### src/rtl/mem_arbiter_pkg.sv
// Shared types and constants for the fetch/data memory arbiter.
package mem_arbiter_pkg;

  typedef enum logic [1:0] {
    IDLE    = 2'd0,
    IF_RESP = 2'd1,
    D_RESP  = 2'd2
  } state_t;

  localparam logic [2:0] FUNCT3_LW = 3'b010;

  // What the response registers capture at the grant edge.
  typedef struct packed {
    logic if_cap;
    logic d_cap;
    logic d_store;
  } resp_t;

endpackage

### src/rtl/mem_arbiter_arb_grant.sv
// Two-requester fixed-priority grant: data wins unless if_first hands priority to fetch.
module arb_grant (
  input  logic if_req,
  input  logic d_req,
  input  logic if_first,
  output logic if_gnt_c,
  output logic d_gnt_c
);

  always_comb begin
    if_gnt_c = 1'b0;
    d_gnt_c  = 1'b0;
    if (if_req && (if_first || !d_req)) begin
      if_gnt_c = 1'b1;
    end else if (d_req) begin
      d_gnt_c = 1'b1;
    end
  end

endmodule

### src/rtl/mem_arbiter.sv
// Arbitrates a fetch and a data port onto one single-cycle memory.
// Optional fetch starvation guard enabled by defining ARB_STARVE_GUARD_EN.
module mem_arbiter
  import mem_arbiter_pkg::*;
#(
  parameter int unsigned AWIDTH   = 32,
  parameter int unsigned DWIDTH   = 32,
  parameter int unsigned MAX_WAIT = 4
) (
  input  logic              clk,
  input  logic              rst,
  input  logic              if_req_i,
  input  logic [AWIDTH-1:0] if_addr_i,
  output logic              if_gnt_o,
  output logic              if_rvalid_o,
  output logic [DWIDTH-1:0] if_rdata_o,
  input  logic              d_req_i,
  input  logic              d_we_i,
  input  logic [AWIDTH-1:0] d_addr_i,
  input  logic [DWIDTH-1:0] d_wdata_i,
  input  logic [2:0]        d_funct3_i,
  output logic              d_gnt_o,
  output logic              d_rvalid_o,
  output logic [DWIDTH-1:0] d_rdata_o,
  output logic [AWIDTH-1:0] mem_addr_o,
  output logic [DWIDTH-1:0] mem_data_o,
  output logic              mem_read_en_o,
  output logic              mem_write_en_o,
  output logic [2:0]        mem_funct3_o,
  input  logic [DWIDTH-1:0] mem_data_i
);

  if (MAX_WAIT < 1) begin : g_max_wait_chk
    $error("mem_arbiter: MAX_WAIT must be at least 1");
  end

  state_t state_q, state_d;
  resp_t  resp;
  logic   if_first;

  // Reset masks requests so nothing is granted or driven to memory.
  arb_grant u_arb_grant (
    .if_req   (if_req_i & ~rst),
    .d_req    (d_req_i & ~rst),
    .if_first (if_first),
    .if_gnt_c (if_gnt_o),
    .d_gnt_c  (d_gnt_o)
  );

`ifdef ARB_STARVE_GUARD_EN
  localparam int unsigned CNT_W = $clog2(MAX_WAIT + 1);
  logic [CNT_W-1:0] wait_cnt;

  // Counts consecutive denied fetch cycles, saturating at MAX_WAIT.
  always_ff @(posedge clk) begin
    if (rst) begin
      wait_cnt <= '0;
    end else if (if_gnt_o) begin
      wait_cnt <= '0;
    end else if (if_req_i && (wait_cnt != CNT_W'(MAX_WAIT))) begin
      wait_cnt <= wait_cnt + CNT_W'(1);
    end
  end

  assign if_first = (wait_cnt == CNT_W'(MAX_WAIT));
`else
  assign if_first = 1'b0;
`endif

  always_ff @(posedge clk) begin
    if (rst) begin
      state_q <= IDLE;
    end else begin
      state_q <= state_d;
    end
  end

  // Next state and memory-side drive follow whichever requester was granted.
  always_comb begin
    state_d        = IDLE;
    resp           = '0;
    mem_addr_o     = '0;
    mem_data_o     = '0;
    mem_read_en_o  = 1'b0;
    mem_write_en_o = 1'b0;
    mem_funct3_o   = 3'b000;
    if (if_gnt_o) begin
      state_d       = IF_RESP;
      resp.if_cap   = 1'b1;
      mem_addr_o    = if_addr_i;
      mem_read_en_o = 1'b1;
      mem_funct3_o  = FUNCT3_LW;
    end else if (d_gnt_o) begin
      state_d        = D_RESP;
      resp.d_cap     = 1'b1;
      resp.d_store   = d_we_i;
      mem_addr_o     = d_addr_i;
      mem_data_o     = d_wdata_i;
      mem_read_en_o  = ~d_we_i;
      mem_write_en_o = d_we_i;
      mem_funct3_o   = d_funct3_i;
    end
  end

  // Read data is sampled at the grant edge; stores acknowledge with zero.
  always_ff @(posedge clk) begin
    if (rst) begin
      if_rdata_o <= '0;
      d_rdata_o  <= '0;
    end else begin
      if (resp.if_cap) begin
        if_rdata_o <= mem_data_i;
      end
      if (resp.d_cap) begin
        d_rdata_o <= resp.d_store ? '0 : mem_data_i;
      end
    end
  end

  assign if_rvalid_o = (state_q == IF_RESP) & ~rst;
  assign d_rvalid_o  = (state_q == D_RESP) & ~rst;

endmodule

### config.mk
export PLATFORM = sky130hd
export DESIGN_NAME = mem_arbiter
export DESIGN_NICKNAME = d
export VERILOG_FILES = /design/src/rtl/mem_arbiter_pkg.sv /design/src/rtl/mem_arbiter_arb_grant.sv /design/src/rtl/mem_arbiter.sv
export SDC_FILE = /design/constraint.sdc
export NUM_CORES = 1
export LEC_CHECK = 0
export CAP_MARGIN = 20
export CORE_AREA = 2 2 106 108
export DETAILED_ROUTE_END_ITERATION = 10
export DIE_AREA = 0 0 108 110
export PLACE_DENSITY_LB_ADDON = 0.05
export SLEW_MARGIN = 30
export SYNTH_ARGS = -nofsm -noshare
export SYNTH_HDL_FRONTEND = slang
export SYNTH_SLANG_ARGS = --single-unit
### constraint.sdc
create_clock -name clk -period 2.3 [get_ports clk]
set_clock_uncertainty 0.2 [all_clocks]
set_input_delay 0.46 -clock clk [delete_from_list [all_inputs] [get_ports clk]]
set_output_delay 0.46 -clock clk [all_outputs]
set_load 0.05 [all_outputs]
* Word level (Yosys, flattened, before mapping)
Index checks and enable logic that the tools add are counted.
Word-level totals: bits in registers 66, output and inout port bits 137, logic and storage cells 34
Operators by class: eq/ne operators 2, multiplexer cells 19, bitwise operators 6, reduce and logical (&&, ||, !) cells 3
Operators with widths (count):
- $mux W32 | 5
- $mux W1 | 9
- $mux W2 | 3
- $mux W3 | 2
- $and A1 B1 Y1 | 4
- $eq A2 B1 Y1 const B | 1
- $eq A2 B2 Y1 const B | 1
- $not A1 Y1 | 2
- $reduce_or A2 Y1 | 1
- $logic_and A1 B1 Y1 | 1
- $logic_not A1 Y1 | 1

* Depth between registers and ports, before layout
Gate-level depths: netlist of run 1.
word-level depth 8, gate-level depth with buffers 5

* Modules after synthesis
From an unflattened synthesis of run 1, not the netlist that was laid out.
Unflattened totals: cells, all modules 342, area, all modules 2975.4 sq um
Modules (own cells, without submodules):
- mem_arbiter | instances 1, cells an instance 339, area an instance 2956.6 sq um, sequential area each 1321.3 sq um
- arb_grant | instances 1, cells an instance 3, area an instance 18.8 sq um, sequential area each 0.0 sq um

* Worst setup path before layout of run 1
OpenSTA, ideal clock, no wires.
kind input to output, start in rst, end out d_rvalid_o, arrival time 1940 ps, required time 1640 ps, setup slack -300 ps, stages 3, cell sequence buf_2 buf_2 nor3b_1
Between the ends: cells in the longest elaborated chain, start to end 2
RTL lines:
- start: declaration | line mem_arbiter.sv:11 | input logic rst,
- $not A1 Y1 | line mem_arbiter.sv:121 | assign d_rvalid_o = (state_q == D_RESP) & ~rst;
- $and A1 B1 Y1 | line mem_arbiter.sv:121
- end: declaration | line mem_arbiter.sv:23 | output logic d_rvalid_o,
Every way passes these cells.

* Worst setup path in the final report of run 1
start in d_req_i, end out mem_addr_o[21]
Between the ends: cells in the longest elaborated chain, start to end 6, elaborated cells on any way between the ends 8, those cells by class 5 x mux; 1 x bitwise; 2 x reduce/logical
RTL lines:
- start: declaration | line mem_arbiter.sv:17 | input logic d_req_i,
- $and A1 B1 Y1 (*) | line mem_arbiter.sv:44 | .d_req (d_req_i & ~rst),
- $logic_not A1 Y1 | line mem_arbiter_arb_grant.sv:13 | if (if_req && (if_first || !d_req)) begin
- $logic_and A1 B1 Y1 | line mem_arbiter_arb_grant.sv:13
- $mux W1 | line mem_arbiter_arb_grant.sv:13
- $mux W32 | line mem_arbiter.sv:93 | end else if (d_gnt_o) begin
- $mux W32 (*) | line mem_arbiter.sv:87 | if (if_gnt_o) begin
- end: declaration | line mem_arbiter.sv:25 | output logic [AWIDTH-1:0] mem_addr_o,
Mark *: on every way between the ends. The rest lies on a longest branch, timed or not.

==> results of run 1 <==
cells by family (layout without fill, tap and decap cells):
family / count (synthesis) / count (layout)
and+or+nand+nor: 110 / 110
other: 0 / 1
DFF: 66 / 66
buffers and inverters: 70 / 343
AOI/OAI and AO/OA: 66 / 66
muxes: 32 / 32
critical path: stages:
cell	delay (ns)
dlygate4sd2_1	0.28
nor2b_4	0.16
buf_12	0.14
clkbuf_16	0.17
a32o_2	0.24
buf_8	0.15
where the power goes:
| part | switching, mW | internal, mW |
|---|---|---|
| registers | 0.0266 | 1.20 |
| logic | 0.675 | 0.589 |
| clock network | 0.441 | 0.488 |
| total | 1.14 | 2.27 |
worst min-delay path by stage:
stage	to	slack (ns)	cells after the start	from
floorplan	if_rdata_o[10]	0.44	2	mem_data_i[10]
global placement	if_rdata_o[4]	0.26	2	if_rdata_o[4]
detailed placement	if_rdata_o[3]	0.26	2	if_rdata_o[3]
CTS	state_q[0]	0.23	2	rst
global route	state_q[0]	0.23	2	rst
finish	state_q[0]	0.25	2	rst
placed cells by master (no fill, tap or decap), types with 2 or more instances in the layout:
cell	count
a32o_1	30
a32o_2	2
dfxtp_1	66
nor2b_1	2
nor3b_1	2
mux2i_1	32
clkbuf_8	9
buf_12	45
and2_1	33
nand2b_1	65
nor2_1	2
and2_4	2
a21oi_1	2
clkinv_2	4
o32ai_1	32
dlygate4sd2_1	2
nor2b_4	2
inv_1	33
buf_6	4
clkdlybuf4s50_1	194
buf_4	44
bufbuf_16	2
per-stage QoR:
step                      setup WS, ns  cell area (sq um)
after floorplan                 -0.300               3260
after global placement          -0.184               6440
after detailed placement        -0.172               6440
after CTS                       0.0325               6760
after global routing           -0.0147               6820
final                           0.0344               6820
per-layer routing:
layer	part of all wire [%]	track usage, %	routed length [microns]	up-vias
met4	1.5	7.97	213	4
li1	-	-	-	1755
met3	9.5	8.82	1370	16
met5	0.19	0	27	-
met1	39	26.4	5600	1667
met2	50	37.9	7180	148
flip-flops by register name, indices dropped and copies added (netlist names):
signal / flops
state_q: 2
if_rdata_o: 32
d_rdata_o: 32
what timing repair did:
item                       in CTS  in global routing
setup endpoints to repair      71                 21
cloned                          3                  1
hold buffers                    0                  0
buffers inserted                2                  1
gates resized for setup         9                  5
layout make-up:
| cell class | instances | area share (%) |
|---|---|---|
| Inverter | 33 | 1.82 |
| Clock buffer | 9 | 1.82 |
| Antenna cell | 1 | 0.0367 |
| Timing Repair Buffer | 295 | 49.4 |
| Multi-Input combinational cell | 208 | 24.1 |
| Tap cell | 140 | 2.57 |
| Sequential cell | 66 | 19.4 |
| Clock inverter | 6 | 0.862 |
==> flow_summary_export.csv, run 1 <==
group,metric,value,unit
synthesis,syn_area,3250,sq um
timing,fin_hold_ws,0.254,ns
floorplanning,core_region_area,10700,sq um
synthesis,synth_simple_gate_area_share,21.3,%
power,power_density,501,nW/um^2
floorplanning,ios,273,
finish,drive_gt1_share,19.6,%
clocking,path_clk_slew,0.07,ns
clocking,worstSkewPairLatency,0.34,ns
finish,utilization,63.8,%
synthesis,synth_xor_xnor_area_share,0,%
clocking,cts_made_buffers,9,
synthesis,synth_edf_count,0,
routing,via_per_inst,4.74,
synthesis,synthFlopType,"dfxtp_1",
synthesis,synthCells,344,
global_routing,antenna_found_initial,3,
floorplanning,start_util,30.4,%
timing,slew_violations,0,
finish,area_delta_synth_final,110,%
floorplanning,num_rows,38,
power,p_leak,2.72,nW
synthesis,synthTopCellsByCount,"dfxtp_1, nand2b_1, and2_1",
routing,wire_per_inst,19.0,microns
floorplanning,die_w,108,microns
worst_setup_path,cp-endpoint,"mem_addr_o[21]",
synthesis,synth_compound_area_share,18.8,%
synthesis,synth_fp_nets,480,
synthesis,synthMuxAreaShare,9.84,%
place,place_inst,735,
routing,antenna_left,0,
timing,fin_crit_sh,98.5,%
synthesis,synthAdderAreaFrac,0,%
clocking,cts_root_buf,"clkbuf_8",
global_routing,gr-total-overflow,0,
place,gp_congestion,0.837,
global_routing,gr-usage-all-layers,22.6,%
finish,stdcell_count,758,
routing,drt_pass1_iterations,4,
finish,multi_input_area,1640,sq um
floorplanning,die_h,110,microns
place,portBuffers,272,
clocking,h-tree-depth,3,
synthesis,yosysMostFrequentCell,"dfxtp_1",
synthesis,syn_area_per_cell,9.46,sq um
worst_setup_path,crit_arrival,1.61,ns
synthesis,yosysUniqueCellTypes,18,
synthesis,ys_ff_latch,66,
finish,seqCellArea,1320,sq um
timing,relSlewSlack,62.1,%
worst_setup_path,required,1.64,ns
timing,fmax,0.441,GHz
worst_setup_path,worstPathMaxFanout,14,
power,p_total,3.42,mW
synthesis,synth_seq_area_share,40.6,%
clocking,cts_tree,"yes",
global_routing,grt_pass1_vias,3452,
timing,fin_crit,2.27,ns
global_routing,grt_max_degree,53,
synthesis,synth_area_leaders,"dfxtp_1, nand2b_1, a32o_1",
finish,fillers,914,
timing,worstMarginPinSlew,0.566,ns
synthesis,async_flop_share,0,%
clocking,clock_sinks,66,
place,dpl.hpwl,10.7,mm
worst_setup_path,ff2ff_setup_slack,1.32,ns
routing,drc,0,
worst_setup_path,r2r-end,"d_rdata_o[30]",
routing,wirelength,14.4,mm
power,irDropWorstVdd,0.000362,V
min_path,hp-class,"input port to flip-flop",
finish,nets,749,
synthesis,synth_top_family_by_area,"simple AND/OR/NAND/NOR gates",
worst_setup_path,crit_path_start,"d_req_i",
synthesis,yosysWarnings,0,
worst_setup_path,cp-end-kind,"output pin",
run_status,status,"finished, final reports clean",
run,maxCapViolCount,0,
timing,setup_tns,0,ns
timing,setup_viol,0,
worst_setup_path,worst_r2r_startpoint,"d_rdata_o[30]",
worst_setup_path,start_kind,"input port",
worst_setup_path,critPathKind,"input port to output pin",
synthesis,yosys.area.top_type,"dfxtp_1",
synthesis,synth_top_area_share,40.6,%
worst_setup_path,r2r.worst_path.cells,2,
clocking,cts_buffer_depth,2,
routing,drt_iter0_drc,242,
routing,num_vias,3590,
global_routing,grt_pass1_wl,20.1,mm
floorplanning,die-area,11900,sq um
timing,finalHoldViolations,0,
Power figures use the tool's default switching activity.
==> inputs of run 2 (changes only) <==
Settings changed: CORE_AREA 2 2 106 108 to 2 2 115 94, DIE_AREA 0 0 108 110 to 0 0 117 96.
Clock period 2.3 ns to 2.4 ns, I/O delays scaled along.
==> run 2 against run 1 <==
Against the previous run: global-route usage rose by 4.0 points; power rose by 9.0%; die area fell by 5.5%; hold slack improved by 0.020 ns; critical path depth did not move; register-to-register slack improved by 0.13 ns; core utilization rose by 9.4 points; wire length rose by 3.9%; design area rose by 8.4%; largest cell class unchanged; via count rose by 1.7%; clock power rose by 31%; sequential power fell by 3%.
==> flow_summary_export.csv, run 2 (synthesis results as in run 1) <==
group,metric,value,unit
global_routing,grt_max_degree,34,
place,portBuffers,272,
timing,fin_crit,2.28,ns
clocking,worstSkewPairLatency,0.32,ns
place,placed_area,6870,sq um
finish,stdcell_area,7400,sq um
place,gp_congestion,0.904,
clocking,cts_made_buffers,9,
place,dpl.hpwl,11.3,mm
global_routing,antenna_found_initial,4,
floorplanning,start_util,32.2,%
power,p_total,3.72,mW
global_routing,grt_pass1_vias,3775,
worst_setup_path,crit_arrival,1.60,ns
routing,antenna_left,0,
timing,setup_viol,0,
timing,fin_crit_sh,94.9,%
routing,drt_iter0_drc,199,
floorplanning,die_h,96,microns
global_routing,gr-total-overflow,0,
floorplanning,ios,273,
finish,reg_top3,"d_rdata_o x32, if_rdata_o x32, state_q x2",
clocking,path_clk_slew,0.05,ns
clocking,cts_tree,"yes",
worst_setup_path,critPathKind,"input port to output pin",
timing,relSlewSlack,61.1,%
min_path,hp-class,"flip-flop to flip-flop",
worst_setup_path,worstPathMaxFanout,16,
run,maxCapViolCount,0,
timing,finalHoldViolations,0,
power,p_leak,3.07,nW
power,irDropWorstVdd,0.000379,V
routing,wirelength,15.0,mm
routing,drc,0,
timing,fin_hold_ws,0.274,ns
global_routing,grt_pass1_wl,21.9,mm
floorplanning,core_region_area,10100,sq um
clocking,h-tree-depth,3,
finish,layout_commonest_cell,"clkdlybuf4s50_1",
power,power_density,503,nW/um^2
clocking,clock_sinks,66,
floorplanning,die-area,11200,sq um
clocking,cts_buffer_depth,2,
finish,mostFrequentLayoutCells,"clkdlybuf4s50_1, buf_12, dfxtp_1, nand2b_1, and2_4",
floorplanning,num_rows,33,
clocking,cts_root_buf,"clkbuf_16",
worst_setup_path,cp-end-kind,"output pin",
worst_setup_path,required,1.72,ns
routing,num_vias,3651,
global_routing,gr-usage-all-layers,26.6,%
floorplanning,die_w,117,microns
finish,area_delta_synth_final,127,%
timing,slew_violations,0,
finish,drive_gt1_share,29.7,%
timing,fmax,0.439,GHz
worst_setup_path,start_kind,"input port",
timing,rsz0062_at_grt,"false",
finish,nets,751,
routing,wire_per_inst,19.5,microns
routing,via_per_inst,4.77,
timing,worstMarginPinSlew,0.581,ns
run_status,status,"finished, final reports clean",
routing,drt_pass1_iterations,4,
==> run 2: cell types whose count changed in the layout (fill, tap and decap cells not counted), moves of 8 or more <==
cell | before | now
a32o_1 | 30 | 0
a32o_2 | 2 | 32
and2_1 | 33 | 0
and2_4 | 2 | 35
buf_12 | 45 | 76
buf_4 | 44 | 20
clkbuf_16 | 1 | 9
==> run 2: path summary, 6_finish.rpt <==
path         cells after the start             end  slack [ns]           from
max                              6  mem_addr_o[18]        0.12       if_req_i
min                              2    d_rdata_o[3]        0.27   d_rdata_o[3]
max reg2reg                      2   d_rdata_o[30]        1.45  d_rdata_o[30]
min reg2reg                      2    d_rdata_o[3]        0.27   d_rdata_o[3]
==> run 2: layer usage <==
layer	vias to the layer above	routed length, microns	track usage [%]
li1	1759	-	-
met1	1701	5870	30.0
met2	163	6970	41.7
met3	28	1710	14.2
met4	0	396	11.9
met5	-	0	0
==> run 2: what timing repair did <==
action,in CTS,in global routing
buffers inserted,4,0
endpoints found under the hold margin,0,0
endpoints found under the setup margin,67,0
hold buffers,0,0
gates resized for setup,75,0
==> run 2: worst max-delay path, stage by stage <==
cell,delay (ns)
dlygate4sd2_1,0.25
nor2b_4,0.13
buf_4,0.15
buf_12,0.14
a32o_2,0.29
buf_12,0.15
==> run 2: cell type report <==
type / instances / area, sq um
antenna: 5 / 12.5
fill: 724 / 2720
inverter: 33 / 124
timing repair buffer: 297 / 3720
multi-input combinational: 208 / 1760
clock buffer: 14 / 274
clock inverter: 2 / 10.0
sequential: 66 / 1320
tap: 140 / 175
==> run 2: metrics by stage <==
step	TNS [ns]	utilization [%]	setup WS, ns	std cells
global placement	-1.06	67.9	-0.0611	738
global route	0	73.1	0.0928	765
finish	0	73.1	0.122	765
floorplan	-0.601	-	-0.240	344
detailed placement	-2.62	67.9	-0.0726	738
CTS	0	73.0	0.118	760
==> run 2: power breakdown <==
part	switching [mW]	internal, mW	total, mW
clock	0.442	0.780	1.22
sequential	0.0280	1.15	1.18
combinational	0.666	0.659	1.33
==> inputs of run 3 (changes only) <==
Settings changed: CTS_BUF_LIST set to sky130_fd_sc_hd__clkbuf_16, REMOVE_ABC_BUFFERS set to 1.
==> run 3 against run 2 <==
Against the previous run: worst setup slack lost 0.0065 ns; sequential share of layout area grew 1.4 points; combinational power shrank 9.8%; hold slack lost 0.0014 ns; power shrank 6.1%; clock power shrank 8%; first-iteration DRC count grew 28%; critical path type unchanged; largest cell class unchanged.
==> flow_summary_export.csv, run 3 (synthesis results as in run 1) <==
group,metric,value,unit
run_status,status,"finished, final reports clean",
power,p_leak,2.73,nW
timing,setup_viol,0,
finish,mostFrequentLayoutCells,"clkdlybuf4s50_1, dfxtp_1, nand2b_1, buf_12",
global_routing,grt_max_degree,39,
timing,rsz0062_at_grt,"false",
timing,setup_slack,0.116,ns
clocking,worstSkewPairLatency,0.32,ns
worst_setup_path,r2r-end,"d_rdata_o[11]",
worst_setup_path,required,1.72,ns
floorplanning,die-area,11200,sq um
place,gp_congestion,0.840,
global_routing,gr-total-overflow,0,
timing,fin_crit_sh,95.2,%
timing,slew_violations,0,
finish,layout_commonest_cell,"clkdlybuf4s50_1",
routing,wire_per_inst,18.7,microns
clocking,cts_buffer_depth,2,
routing,drt_iter0_drc,254,
run,maxCapViolCount,0,
power,p_total,3.49,mW
worst_setup_path,worst_r2r_startpoint,"d_rdata_o[11]",
routing,via_per_inst,4.81,
finish,multi_input_area,1640,sq um
finish,reg_top3,"d_rdata_o x32, if_rdata_o x32, state_q x2",
worst_setup_path,start_kind,"input port",
timing,relSlewSlack,60.7,%
worst_setup_path,slowest_stage,"a32o_1",
finish,nets,744,
floorplanning,num_rows,33,
power,power_density,509,nW/um^2
global_routing,grt_pass1_wl,20.7,mm
clocking,clock_sinks,66,
finish,drive_gt1_share,18.8,%
worst_setup_path,critPathKind,"input port to output pin",
timing,setup_tns,0,ns
finish,seqCellArea,1320,sq um
global_routing,grt_pass1_vias,3700,
place,place_ws,-0.0726,ns
min_path,worstHoldStart,"d_rdata_o[18]",
min_path,min_path_cells,2,
floorplanning,start_util,32.2,%
worst_setup_path,slowest_delay,0.26,ns
worst_setup_path,path_cells,"dlygate4sd2_1 -> nor2b_4 -> buf_12 -> buf_16 -> a32o_1 -> buf_4",
clocking,cts_tree,"yes",
min_path,hp-class,"flip-flop to flip-flop",
min_path,whs_endpoint,"d_rdata_o[18]",
clocking,cts_hold_buffers,0,
worst_setup_path,crit_arrival,1.60,ns
clocking,h-tree-depth,3,
worst_setup_path,cp-end-kind,"output pin",
timing,fin_crit,2.28,ns
clocking,cts_root_buf,"clkbuf_16",
place,portBuffers,272,
routing,antenna_left,0,
finish,area_delta_synth_final,111,%
timing,finalHoldViolations,0,
routing,drc,0,
global_routing,antenna_found_initial,2,
finish,stdcell_count,755,
place,place_inst,734,
worst_setup_path,worstPathMaxFanout,15,
timing,worstMarginPinSlew,0.587,ns
power,irDropWorstVdd,0.000467,V
floorplanning,die_w,117,microns
clocking,path_clk_slew,0.05,ns
timing,fmax,0.438,GHz
routing,wirelength,14.1,mm
worst_setup_path,ff2ff_setup_slack,1.45,ns
floorplanning,die_h,96,microns
place,dpl.hpwl,10.7,mm
routing,num_vias,3629,
floorplanning,core_region_area,10100,sq um
floorplanning,ios,273,
global_routing,gr-usage-all-layers,24.7,%
routing,drt_pass1_iterations,4,
clocking,cts_made_buffers,9,
finish,fillers,842,
worst_setup_path,r2r.worst_path.cells,2,
==> run 3: changes by cell type in the layout (fill, tap and decap cells not counted), sizes merged, moves of 2 or more <==
cell,change
buf,-3
clkinv,+3
clkbuf,-5
inv,+2
clkdlybuf4s50,-2
diode,-3
==> run 3: repair_timing <==
action / CTS / global route
buffers inserted: 2 / 0
setup endpoints to repair: 31 / 0
resized for setup: 34 / 0
==> run 3: layout make-up <==
class                   count  area share (%)
flip-flops and latches     66            19.3
diodes                      2          0.0730
clock buffers               9            3.28
inverters                  33            1.81
clock inverters             7           0.420
multi-input cells         208            24.0
well taps                 140            2.55
repair buffers            290            48.7
==> run 3: critical path: cells and delay by family <==
| family | cells | cell delay, ns |
|---|---|---|
| buffers and inverters | 4 | 0.72 |
| and+or+nand+nor | 1 | 0.14 |
| AOI/OAI and AO/OA | 1 | 0.26 |
==> run 3: worst max-delay path by stage <==
stage                     startpoint  slack [ns]              to
final                       if_req_i        0.12  mem_addr_o[20]
after floorplan              d_req_i       -0.79   mem_data_o[0]
after CTS                   if_req_i        0.13  mem_addr_o[17]
after global placement      if_req_i       -0.03  mem_addr_o[10]
after detailed placement    if_req_i       -0.07  mem_addr_o[17]
after global routing        if_req_i        0.08   mem_addr_o[7]
==> run 3: stage by stage <==
stage	util [%]	hold WS (ns)	instance area (sq um)
6_report	67.8	0.273	6860
5_1_grt	67.8	0.294	6860
4_1_cts	67.8	0.277	6850
3_5_place_dp	63.6	0.268	6440
3_3_place_gp	63.6	0.259	6440
2_1_floorplan	-	0.352	3070
==> run 3: per-layer routing <==
layer	vias up	GRT usage, %	wire (microns)
met2	168	38.8	6400
met4	0	8.73	307
met5	-	0	0
met1	1697	28.0	5510
met3	24	14.5	1870
li1	1740	-	-
==> run 3: report_power, final <==
| group | total [mW] | switching [mW] | internal, mW |
|---|---|---|---|
| logic | 1.20 | 0.647 | 0.557 |
| registers | 1.17 | 0.0261 | 1.15 |
| clock network | 1.12 | 0.441 | 0.675 |
| total | 3.49 | 1.11 | 2.38 |
